[src/rtl/sdram_pkg.sv]
// Shared types and constants for the SDRAM controller (mt48lc2m32b2 geometry).
package sdram_pkg;

  localparam int SDR_ADDR_W = 11;
  localparam int SDR_BA_W   = 2;
  localparam int SDR_COL_W  = 8;

  typedef enum logic [2:0] {
    ST_INIT,
    ST_IDLE,
    ST_REF,
    ST_WR,
    ST_RD
  } state_t;

  // {csn, rasn, casn, wen}
  localparam logic [3:0] CMD_NOP   = 4'b0111;
  localparam logic [3:0] CMD_ACT   = 4'b0011;
  localparam logic [3:0] CMD_RD    = 4'b0101;
  localparam logic [3:0] CMD_WR    = 4'b0100;
  localparam logic [3:0] CMD_PRE   = 4'b0010;
  localparam logic [3:0] CMD_REF   = 4'b0001;
  localparam logic [3:0] CMD_MRS   = 4'b0000;
  localparam logic [3:0] CMD_DESEL = 4'b1111;

endpackage

[src/rtl/sdram_ref_timer.sv]
// Periodic auto-refresh demand: free-running interval counter, owed flag and sticky overrun flag.
module sdram_ref_timer #(
  parameter int REF_INTERVAL = 1560
) (
  input  logic clk,
  input  logic rst,
  input  logic enable,
  input  logic ref_start,
  output logic ref_pending,
  output logic ref_miss
);

  localparam int CW = (REF_INTERVAL > 1) ? $clog2(REF_INTERVAL) : 1;

  logic [CW-1:0] count;
  logic          wrap;

  assign wrap = enable && (count == CW'(REF_INTERVAL - 1));

  always_ff @(posedge clk or posedge rst) begin
    if (rst) begin
      count       <= '0;
      ref_pending <= 1'b0;
      ref_miss    <= 1'b0;
    end else begin
      if (!enable || wrap) count <= '0;
      else                 count <= count + CW'(1);

      // A new demand wins over the grant that would clear the old one.
      if (wrap)           ref_pending <= 1'b1;
      else if (ref_start) ref_pending <= 1'b0;

      if (wrap && ref_pending) ref_miss <= 1'b1;
    end
  end

endmodule

[src/rtl/sdram_arbiter.sv]
// Top-level SDRAM sequencer: waits for init, arbitrates refresh/write/read and drives registered pins.
module sdram_arbiter
  import sdram_pkg::*;
#(
  parameter int REF_INTERVAL = 1560,
  parameter int ADDR_W       = SDR_ADDR_W,
  parameter int BA_W         = SDR_BA_W
) (
  input  logic              clk,
  input  logic              rst,
  input  logic              init_done,
  input  logic [3:0]        init_cmd,
  input  logic [3:0]        ref_cmd,
  input  logic [3:0]        wr_cmd,
  input  logic [3:0]        rd_cmd,
  input  logic [ADDR_W-1:0] init_addr,
  input  logic [ADDR_W-1:0] ref_addr,
  input  logic [ADDR_W-1:0] wr_addr,
  input  logic [ADDR_W-1:0] rd_addr,
  input  logic [BA_W-1:0]   init_ba,
  input  logic [BA_W-1:0]   ref_ba,
  input  logic [BA_W-1:0]   wr_ba,
  input  logic [BA_W-1:0]   rd_ba,
  input  logic              wr_req,
  input  logic              rd_req,
  input  logic              ref_done,
  input  logic              wr_done,
  input  logic              rd_done,
  output logic              ref_start,
  output logic              wr_start,
  output logic              rd_start,
  output logic              ref_pending,
  output logic              ref_miss,
  output logic              sdr_csn,
  output logic              sdr_rasn,
  output logic              sdr_casn,
  output logic              sdr_wen,
  output logic [ADDR_W-1:0] sdr_addr,
  output logic [BA_W-1:0]   sdr_ba
);

  state_t state_q, state_d;
  logic   ref_go, wr_go, rd_go;
  logic   last_rd;

  logic [3:0]        cmd_d;
  logic [ADDR_W-1:0] addr_d;
  logic [BA_W-1:0]   ba_d;

  sdram_ref_timer #(.REF_INTERVAL(REF_INTERVAL)) u_ref_timer (
    .clk         (clk),
    .rst         (rst),
    .enable      (state_q != ST_INIT),
    .ref_start   (ref_go),
    .ref_pending (ref_pending),
    .ref_miss    (ref_miss)
  );

  always_ff @(posedge clk or posedge rst) begin
    if (rst) begin
      state_q   <= ST_INIT;
      ref_start <= 1'b0;
      wr_start  <= 1'b0;
      rd_start  <= 1'b0;
      last_rd   <= 1'b1;
    end else begin
      state_q   <= state_d;
      ref_start <= ref_go;
      wr_start  <= wr_go;
      rd_start  <= rd_go;
      if (wr_go)      last_rd <= 1'b0;
      else if (rd_go) last_rd <= 1'b1;
    end
  end

  // Grants only leave IDLE, so every operation is bracketed by an IDLE cycle.
  always_comb begin
    state_d = state_q;
    ref_go  = 1'b0;
    wr_go   = 1'b0;
    rd_go   = 1'b0;
    unique case (state_q)
      ST_INIT: if (init_done) state_d = ST_IDLE;
      ST_IDLE: begin
        if (ref_pending) begin
          state_d = ST_REF;
          ref_go  = 1'b1;
        end else if (wr_req && (!rd_req || last_rd)) begin
          state_d = ST_WR;
          wr_go   = 1'b1;
        end else if (rd_req) begin
          state_d = ST_RD;
          rd_go   = 1'b1;
        end
      end
      ST_REF:  if (ref_done) state_d = ST_IDLE;
      ST_WR:   if (wr_done)  state_d = ST_IDLE;
      ST_RD:   if (rd_done)  state_d = ST_IDLE;
      default: state_d = ST_INIT;
    endcase
  end

  always_comb begin
    cmd_d  = CMD_NOP;
    addr_d = '0;
    ba_d   = '0;
    unique case (state_q)
      ST_INIT: begin cmd_d = init_cmd; addr_d = init_addr; ba_d = init_ba; end
      ST_REF:  begin cmd_d = ref_cmd;  addr_d = ref_addr;  ba_d = ref_ba;  end
      ST_WR:   begin cmd_d = wr_cmd;   addr_d = wr_addr;   ba_d = wr_ba;   end
      ST_RD:   begin cmd_d = rd_cmd;   addr_d = rd_addr;   ba_d = rd_ba;   end
      default: ;
    endcase
  end

  always_ff @(posedge clk or posedge rst) begin
    if (rst) begin
      {sdr_csn, sdr_rasn, sdr_casn, sdr_wen} <= CMD_DESEL;
      sdr_addr <= '0;
      sdr_ba   <= '0;
    end else begin
      {sdr_csn, sdr_rasn, sdr_casn, sdr_wen} <= cmd_d;
      sdr_addr <= addr_d;
      sdr_ba   <= ba_d;
    end
  end

endmodule

[config.mk]
export PLATFORM = sky130hd
export DESIGN_NAME = sdram_arbiter
export DESIGN_NICKNAME = d
export VERILOG_FILES = /design/src/rtl/sdram_pkg.sv /design/src/rtl/sdram_ref_timer.sv /design/src/rtl/sdram_arbiter.sv
export SDC_FILE = /design/constraint.sdc
export NUM_CORES = 1
export LEC_CHECK = 0
export ABC_AREA = 1
export CORE_AREA = 2 2 79 81
export DETAILED_ROUTE_END_ITERATION = 6
export DIE_AREA = 0 0 81 83
export PLACE_DENSITY = 0.82
export SYNTH_ARGS = -nofsm -noshare
export SYNTH_HDL_FRONTEND = slang
export SYNTH_HIERARCHICAL = 1
export SYNTH_SLANG_ARGS = --single-unit
[constraint.sdc]
create_clock -name clk -period 3.65 [get_ports clk]
set_clock_uncertainty 0.05 [all_clocks]
set_input_delay 1.095 -clock clk [delete_from_list [all_inputs] [get_ports clk]]
set_output_delay 1.095 -clock clk [all_outputs]
set_load 0.02 [all_outputs]
==> impl_metrics.yaml <==
synthesis:
  synth_top_family_by_area: "simple AND/OR/NAND/NOR gates"
  syn_area_per_cell_sq_um: 7.78
  synth_mux_area_share_pct: 0
  ys_ff_latch: 37
  synth.distinct_cells: 27
  syn_nets: 334
  yosys.area_share.simple_pct: 40.2
  synth-seq-area-share_pct: 46.6
  synthCells: 257
  synth_compound_area_share_pct: 3.07
  synthAdderAreaFrac_pct: 0.626
  synth-warning-count: 6
  syn_area_sq_um: 2000
  synth-xor-area-share_pct: 1.75
worst_setup_path:
  max_stage_delay_ns: 0.61
  rrSetupSlack_ns: 1.64
  reg2reg_depth: 4
  critPathTopFamily: "buffers and inverters"
  worst-path-buf-inv: 1
  r2r-start: "state_q[0]"
  cp-start-kind: "flip-flop"
  required_ns: 2.50
  cp-endpoint: "sdr_casn"
  critPathCaptureType: "output port"
  crit_path_max_fanout: 1
  cp.arrival_ns: 1.40
  cp_num_cells: 1
  slowest_stage: "clkdlybuf4s50_1"
  r2r-end: "u_ref_timer/count[7]"
  path_cells: "clkdlybuf4s50_1"
  worstSetupPathType: "flip-flop to output port"
  startpoint: "sdr_casn"
status:
  status: "completed"
global_routing:
  antenna_found_initial: 0
  grt_pass1_vias: 2121
  grt_max_degree: 25
  grt_pass1_wl_microns: 9700
  grt-ovfl-total: 0
  track_usage_pct: 18.5
min_path:
  holdCritPathClass: "flip-flop to flip-flop"
clocking:
  h-tree-depth: 2
  cts_made_buffers: 5
  clock_path_buffers: 2
  cts_tree: "built"
  clock_latency_ns: 0.28
  cts_setup_buffers: 0
  clkTransAtPathRegs_ns: 0.07
  cts_resized: 0
  ctsHoldBuffers: 0
  cts.sinks: 37
  clockRootBuffer: "clkbuf_8"
timing:
  setup_tns_ns: 0
  min_period_over_period_pct: 69.7
  hold_viol: 0
  period_minus_slack_ns: 2.54
  finalWorstSetupSlack_ns: 1.11
  clock.fmax_ghz: 0.393
  grt_setup_unrepaired: "false"
  slew_headroom_pct: 36.8
  slew_violations: 0
  tightest_slew_ns: 0.947
  setup_viol: 0
die:
  io-pin-count: 98
  coreArea_sq_um: 5820
  die_w_microns: 81
  rows: 28
  start_util_pct: 34.4
  dieArea_sq_um: 6720
  die_h_microns: 83
final_layout:
  n_fill_cell: 571
  area_growth_pct: 55.1
  drive_above_1_share_pct: 9.52
  antenna_cells: 0
  nets: 433
detailed_routing:
  drc: 0
  firstDrtPassIters: 5
  vias_per_cell: 4.88
  wire_per_inst_microns: 13.6
  drtIter0Drc: 103
  vias: 2106
  ant_nets: 0
  wl_microns: 5860
placed_design:
  pre_cts_ws_ns: 1.22
  dp_hpwl_microns: 4570
  gp_congestion: 0.899
  io_buffers: 97
power:
  powerDensity_nw_per_um2: 600
  leakagePower_uw: 0.00132
  ir_drop_mv: 0.351
job:
  maxCapViolCount: 0
## cells by family (layout without fill, tap and decap cells)
family / after synthesis / count (layout)
and+or+nand+nor: 171 / 171
DFF: 37 / 37
AOI/OAI and AO/OA: 11 / 11
buffers and inverters: 33 / 133
xor gates and xnor gates: 4 / 4
adders and majority gates: 1 / 1
## synth_stat cells (all sizes together)
| cell type | count | area (sq um) |
|---|---|---|
| nand2 | 89 | 349 |
| dfrtp | 32 | 801 |
| nand3 | 30 | 160 |
| nor2 | 28 | 143 |
| inv | 27 | 101 |
| nand4 | 19 | 119 |
| buf | 6 | 53.8 |
| o21ai | 6 | 30.0 |
| dfstp | 5 | 131 |
| a21oi | 4 | 23.8 |
| xor2 | 3 | 26.3 |
| nand3b | 2 | 15.0 |
| nor3 | 2 | 10.0 |
| a21o | 1 | 7.51 |
| ha | 1 | 12.5 |
| nor3b | 1 | 7.51 |
| xnor2 | 1 | 8.76 |
## layout make-up
type	instances	area, sq um	share of cell area (%)
clock inverter	2	10.0	0.323
timing repair buffer	98	978	31.6
tap	75	93.8	3.03
clock buffer	6	72.6	2.34
inverter	27	101	3.27
sequential	37	932	30.1
multi-input combinational	187	912	29.4
## how the worst min path moves through the flow
stage | from | end | slack, ns | depth (start not counted)
after floorplan | last_rd | last_rd | 0.42 | 2
after global placement | u_ref_timer/ref_miss | u_ref_timer/ref_miss | 0.42 | 2
after detailed placement | u_ref_timer/ref_miss | u_ref_timer/ref_miss | 0.40 | 2
after CTS | u_ref_timer/ref_miss | u_ref_timer/ref_miss | 0.42 | 2
after global routing | u_ref_timer/ref_miss | u_ref_timer/ref_miss | 0.44 | 2
final | u_ref_timer/ref_miss | u_ref_timer/ref_miss | 0.42 | 2
## where the power goes
part           internal, uW  switching, uW  leakage (uW)  total (uW)
Combinational           388            571      0.000803         959
Clock                   132            138     0.0000450         270
Sequential              560           72.0      0.000476         632
## cells in the final DEF (no fill, tap or decap), drive strengths merged, types with 5 or more instances in the layout
cell           instances
o21ai                  6
clkbuf                 6
nand3                 30
inv                   27
nand2                 89
nand4                 19
nor2                  28
dfstp                  5
clkdlybuf4s50         97
dfrtp                 32
## state kept, by name (all words and copies together) (netlist names), 2 cells and up
signal,cells
sdr_ba,2
u_ref_timer/count,11
state_q,3
sdr_addr,11
## layer usage
metal	part of all wire (%)	wire [microns]	GRT usage, %	vias to the layer above
met1	38	2200	21.1	955
met2	51	3000	32.2	116
li1	-	-	-	1023
met4	2.1	123	6.32	0
met3	9.1	533	5.54	12
met5	0	0	0	-
## through the flow
stage	hold slack [ns]	cell area (sq um)	power, uW	util (%)	instances
2_1_floorplan	0.421	2000	1230	-	257
3_3_place_gp	0.416	3020	1570	51.9	424
3_5_place_dp	0.405	3020	1600	51.9	424
4_1_cts	0.423	3100	1870	53.3	432
5_1_grt	0.441	3100	1990	53.3	432
6_report	0.420	3100	1860	53.3	432
Power figures use the tool's default switching activity.
